[src/rtl/fetch_pkg.sv]
// Shared types and sizes for the instruction fetch front end.
package fetch_pkg;

  localparam int FETCH_ADDR_W  = 30;
  localparam int FETCH_DATA_W  = 32;
  localparam int FETCH_ENTRIES = 2;

  typedef enum logic {
    IDLE = 1'b0,
    BUSY = 1'b1
  } fetch_state_e;

  typedef struct packed {
    logic                    valid;
    logic [FETCH_ADDR_W-1:0] tag;
    logic [FETCH_DATA_W-1:0] data;
  } fetch_entry_t;

endpackage

[src/rtl/fetch_buffer.sv]
// Two-entry tagged instruction buffer: hit / next-address lookup, victim choice, fill and flush.
module fetch_buffer
  import fetch_pkg::*;
(
  input  logic                    clk,
  input  logic                    reset,
  input  logic [FETCH_ADDR_W-1:0] pc,
  input  logic                    invalidate,
  input  logic                    wr_en,
  input  logic [FETCH_ADDR_W-1:0] wr_addr,
  input  logic [FETCH_DATA_W-1:0] wr_data,
  output logic                    hit,
  output logic [FETCH_DATA_W-1:0] hit_data,
  output logic                    next_hit
);

  fetch_entry_t entries [FETCH_ENTRIES];
  logic                     ptr;
  logic [FETCH_ENTRIES-1:0] hit_vec;
  logic [FETCH_ENTRIES-1:0] next_vec;
  logic [FETCH_ENTRIES-1:0] tag_vec;
  logic [FETCH_ADDR_W-1:0]  next_pc;
  logic                     victim;
  logic                     use_ptr;

  always_comb begin
    next_pc  = pc + FETCH_ADDR_W'(1);
    hit_data = '0;
    for (int i = 0; i < FETCH_ENTRIES; i++) begin
      hit_vec[i]  = entries[i].valid && (entries[i].tag == pc);
      next_vec[i] = entries[i].valid && (entries[i].tag == next_pc);
      tag_vec[i]  = entries[i].valid && (entries[i].tag == wr_addr);
      if (hit_vec[i]) hit_data = entries[i].data;
    end
    hit      = |hit_vec;
    next_hit = |next_vec;
  end

  // Refresh a same-tag entry first, then protect the entry the pipeline is using.
  always_comb begin
    use_ptr = 1'b0;
    victim  = 1'b0;
    if (tag_vec[0])             victim = 1'b0;
    else if (tag_vec[1])        victim = 1'b1;
    else if (hit_vec == 2'b01)  victim = 1'b1;
    else if (hit_vec == 2'b10)  victim = 1'b0;
    else begin
      victim  = ptr;
      use_ptr = 1'b1;
    end
  end

  always_ff @(posedge clk) begin
    if (reset) begin
      for (int i = 0; i < FETCH_ENTRIES; i++) entries[i].valid <= 1'b0;
      ptr <= 1'b0;
    end else if (invalidate) begin
      for (int i = 0; i < FETCH_ENTRIES; i++) entries[i].valid <= 1'b0;
    end else if (wr_en) begin
      entries[victim] <= '{valid: 1'b1, tag: wr_addr, data: wr_data};
      if (use_ptr) ptr <= ~ptr;
    end
  end

endmodule

[src/rtl/fetch_unit.sv]
// Fetch front end: miss / next-address prefetch FSM driving a req/ack memory bus.
// clk_enable is combinational on a buffer hit; fills become visible the cycle after mem_ack.
module fetch_unit
  import fetch_pkg::*;
#(
  parameter int ADDR_WIDTH = FETCH_ADDR_W,
  parameter int DATA_WIDTH = FETCH_DATA_W
) (
  input  logic                  clk,
  input  logic                  reset,
  input  logic [ADDR_WIDTH-1:0] pc,
  input  logic                  invalidate,
  output logic                  clk_enable,
  output logic [DATA_WIDTH-1:0] instruction,
  output logic                  mem_req,
  output logic [ADDR_WIDTH-1:0] mem_addr,
  input  logic                  mem_ack,
  input  logic [DATA_WIDTH-1:0] mem_rdata
);

  fetch_state_e          state;
  fetch_state_e          state_nxt;
  logic                  hit;
  logic                  next_hit;
  logic [DATA_WIDTH-1:0] hit_data;
  logic                  launch;
  logic                  fill;
  logic [ADDR_WIDTH-1:0] launch_addr;

  fetch_buffer u_buffer (
    .clk       (clk),
    .reset     (reset),
    .pc        (pc),
    .invalidate(invalidate),
    .wr_en     (fill),
    .wr_addr   (mem_addr),
    .wr_data   (mem_rdata),
    .hit       (hit),
    .hit_data  (hit_data),
    .next_hit  (next_hit)
  );

  always_ff @(posedge clk) begin
    if (reset) state <= IDLE;
    else       state <= state_nxt;
  end

  always_comb begin
    state_nxt = state;
    case (state)
      IDLE:    if (!hit || !next_hit) state_nxt = BUSY;
      BUSY:    if (mem_ack)           state_nxt = IDLE;
      default: state_nxt = IDLE;
    endcase
  end

  // A demand miss outranks the prefetch of pc+1.
  always_comb begin
    launch      = (state == IDLE) && (!hit || !next_hit);
    launch_addr = hit ? (pc + ADDR_WIDTH'(1)) : pc;
    fill        = (state == BUSY) && mem_ack;
    clk_enable  = hit;
    instruction = hit ? hit_data : '0;
  end

  always_ff @(posedge clk) begin
    if (reset) begin
      mem_req  <= 1'b0;
      mem_addr <= '0;
    end else if (launch) begin
      mem_req  <= 1'b1;
      mem_addr <= launch_addr;
    end else if (fill) begin
      mem_req  <= 1'b0;
    end
  end

endmodule

[config.mk]
export PLATFORM = sky130hd
export DESIGN_NAME = fetch_unit
export DESIGN_NICKNAME = d
export VERILOG_FILES = /design/src/rtl/fetch_pkg.sv /design/src/rtl/fetch_buffer.sv /design/src/rtl/fetch_unit.sv
export SDC_FILE = /design/constraint.sdc
export NUM_CORES = 1
export LEC_CHECK = 0
export CAP_MARGIN = 0
export CORE_AREA = 2 2 252 130
export CTS_CLUSTER_SIZE = 30
export DETAILED_ROUTE_END_ITERATION = 8
export DIE_AREA = 0 0 254 132
export GPL_TIMING_DRIVEN = 0
export SKIP_LAST_GASP = 1
export SYNTH_ARGS = -nofsm -noshare
export SYNTH_HDL_FRONTEND = slang
export SYNTH_SLANG_ARGS = --single-unit
export TNS_END_PERCENT = 30
[constraint.sdc]
create_clock -name clk -period 21.7 [get_ports clk]
set_clock_uncertainty 0.05 [all_clocks]
set_input_delay 6.51 -clock clk [delete_from_list [all_inputs] [get_ports clk]]
set_output_delay 6.51 -clock clk [all_outputs]
set_load 0.02 [all_outputs]
==> results of run 1 <==
[cells by family (layout without fill, tap and decap cells)]
logic type                 after synthesis  in the layout  synth area share
adders and majority gates                4              4          0.005420
other                                    0              1                 0
muxes                                    6              6          0.006639
xor gates and xnor gates               174            174            0.1650
DFF                                    159            159            0.4791
buffers and inverters                   76            228           0.03766
and+or+nand+nor                        343            343            0.1971
AOI/OAI and AO/OA                      140            140            0.1091
[critical path, stage by stage]
cell             delay [ns]
clkdlybuf4s50_1        0.49
clkbuf_1               0.30
xnor2_1                0.75
nand4_1                0.33
nor4_1                 0.32
nand3_1                0.13
nor4_2                 0.63
clkbuf_1               0.51
inv_1                  0.14
ha_1                   0.25
clkbuf_1               0.33
clkbuf_1               0.51
clkbuf_1               0.37
a21oi_1                0.39
clkdlybuf4s50_1        0.68
[sequential cells by signal (all words and copies together), names as in the netlist]
signal	count
u_buffer.ptr	1
mem_req	1
mem_addr	30
state	1
u_buffer.entries	126
[through the flow]
step | hold WS (ns) | utilization
after floorplan | 0.4205 | -
after global placement | 0.4260 | 0.3480
after detailed placement | 0.4399 | 0.3513
after CTS | 0.4552 | 0.3696
after global routing | 0.4948 | 0.3698
final | 0.4565 | 0.3699
[final timing paths]
path | cells past startpoint | from | endpoint
worst max-delay path | 15 | pc[17] | instruction[22]
worst min-delay path | 2 | mem_req | mem_req
worst max register to register | 13 | u_buffer.entries[0][49] | mem_addr[18]
worst min register to register | 2 | mem_req | mem_req
[layout make-up]
| class | count | area, um2 |
|---|---|---|
| well taps | 432 | 540.5 |
| inverters | 13 | 48.80 |
| diodes | 1 | 2.502 |
| clock buffers | 18 | 429.2 |
| flip-flops and latches | 159 | 4424 |
| clock inverters | 14 | 142.6 |
| repair buffers | 120 | 1172 |
| plain buffers | 63 | 299.0 |
| multi-input cells | 667 | 4479 |
| fillers | 3190 | 19660 |
[power breakdown]
group / internal (mW) / switching, mW
sequential: 0.336 / 0.0122
clock: 0.169 / 0.134
combinational: 0.0398 / 0.0656
[layout by cell type, fill, tap and decap left out, drive strengths merged, types with 4 or more instances in the layout]
cell / n
clkdlybuf4s50: 108
a21boi: 5
o21ai: 12
nor3: 30
nand4: 42
xnor2: 107
ha: 4
nand3: 62
clkbuf: 50
clkinv: 8
a211oi: 35
inv: 15
edfxtp: 124
or4: 7
mux2i: 5
a31oi: 6
or3: 4
nor4: 33
o2111ai: 5
and4: 5
a21oi: 45
nand2: 54
and3: 9
nor2b: 6
dfxtp: 35
buf: 43
nor2: 71
xor2: 67
[layer usage]
layer / routed length (um) / track usage / part of all wire
met3: 5426 / 0.1135 / 0.14
met2: 13770 / 0.2737 / 0.35
met1: 20060 / 0.3780 / 0.51
met5: 0 / 0 / 0
met4: 259 / 0.04085 / 0.0066
==> impl_metrics.csv, run 1 <==
group,metric,value,unit
floorplanning,dieArea,33530,um2
critical_path,critPathMaxFanout,10,
synthesis,synth_top_cell_by_area,"edfxtp_1",
drt,routed_wl,39510,um
clocking,root_buffer,"clkbuf_16",
synthesis,avgSynthCellArea,10.24,um2
run,cap_violations,1,
drt,routed_via_density,5.465,
drt,vias,8127,
synthesis,ys_top_cells_by_count,"124 x edfxtp_1, 107 x xnor2_1, 71 x nor2_1",
timing,rsz0062_at_grt,"false",
grt,grt_usage,0.2366,
clocking,htreeDepth,4,
synthesis,synth_edf_count,124,
cells_and_area,final_nets,1111,
clocking,tritoncts,"built",
grt,grt_overflow,0,
pwr,p_leak,3.531,nW
timing,hold_violations,0,
outcome,violations,"max-capacitance violations, max-slew violations",
placement,routabilityCongestion,1.056,
floorplanning,die_y,132,um
timing,slew_headroom,-0.02494,
clocking,path_clk_slew,0.06,ns
timing,fin_setup_tns,0,ns
synthesis,syn_nets,972,
critical_path,required,15.14,ns
synthesis,yosysWarnings,0,
placement,hpwl,31830,um
clocking,cts_hold_buf,0,
floorplanning,die-width,254,um
grt,grt_pass1_wl,55590,um
synthesis,synth_ff_type,"edfxtp_1",
pwr,total_power,0.7571,mW
floorplanning,coreArea,31190,um2
clocking,numCtsBuffers,17,
critical_path,setup.worst_path.end_class,"primary output",
timing,setup_violations,0,
synthesis,synth.distinct_cells,70,
timing,finalMaxSlewViolations,3,
drt,route.detailed.drc,0,
cells_and_area,drive_gt1_frac,0.09108,
clocking,clk_path_buf_depth,2,
timing,worst_pin_slew,1.523,ns
placement,preCtsSetupSlack,2.083,ns
pwr,ir_worst_vdd,0.05456,mV
cells_and_area,fin_cells,1487,
synthesis,synth_top_cell_area_share,0.4032,
clocking,clk_latency,0.45,ns
critical_path,crit_type,"in -> out",
clocking,post_cts_buffers,0,
synthesis,synthTopCellsByArea,"edfxtp_1 40%, xnor2_1 10%, dfxtp_1 7.6%, xor2_1 6.4%, nand3_1 3.3%",
drt,drt_iter0_markers,991,
grt,grt_start_max_net_pins,40,
synthesis,synthCells,902,
placement,place.port_buffers,108,
pwr,power_density,65.61,nW/um2
worst_hold_path,hold_path_class,"reg -> reg",
timing,fin_crit_sh,0.8865,
critical_path,r2r_slack,16.44,ns
synthesis,ys_seq_elements,159,
drt,wire_per_inst,26.57,um
outcome,status,"finished with violations",
drt,drt-pass1-iter-count,5,
floorplanning,rows,46,
synthesis,async_reset_ff_frac,0,
cells_and_area,area_growth,24.94,%
timing,period_needed,19.24,ns
timing,setup_ws,2.463,ns
grt,grt_pass1_vias,7671,
cells_and_area,postLayoutCellArea,11540,um2
floorplanning,io_pins,130,
synthesis,synth_area,9235,um2
timing,timing.fmax,0.05198,GHz
clocking,cts.sinks,159,
synthesis,synth_most_common_cell,"edfxtp_1",
drt,ant_nets,0,
clocking,ctsResizeCount,0,
critical_path,cp.arrival,12.68,ns
floorplanning,initial_utilization,0.2960,
synthesis,synth-seq-area-share,0.4791,
placement,dpl_cell_area,10960,um2
placement,numPlacedInstances,1454,
grt,antenna_found_initial,2,
critical_path,startpoint_type,"input port",
Note: power is estimated with default switching activity, not from simulation.
==> run 2: changes to the inputs <==
--- a/config.mk
+++ b/config.mk
@@ -11,6 +11,7 @@
 export DETAILED_ROUTE_END_ITERATION = 8
 export DIE_AREA = 0 0 254 132
 export GPL_TIMING_DRIVEN = 0
+export HOLD_SLACK_MARGIN = 0.02
 export SKIP_LAST_GASP = 1
 export SYNTH_ARGS = -nofsm -noshare
 export SYNTH_HDL_FRONTEND = slang
==> results of run 2 <==
No change in the layout: final DEF, timing and power equal those of run 1.
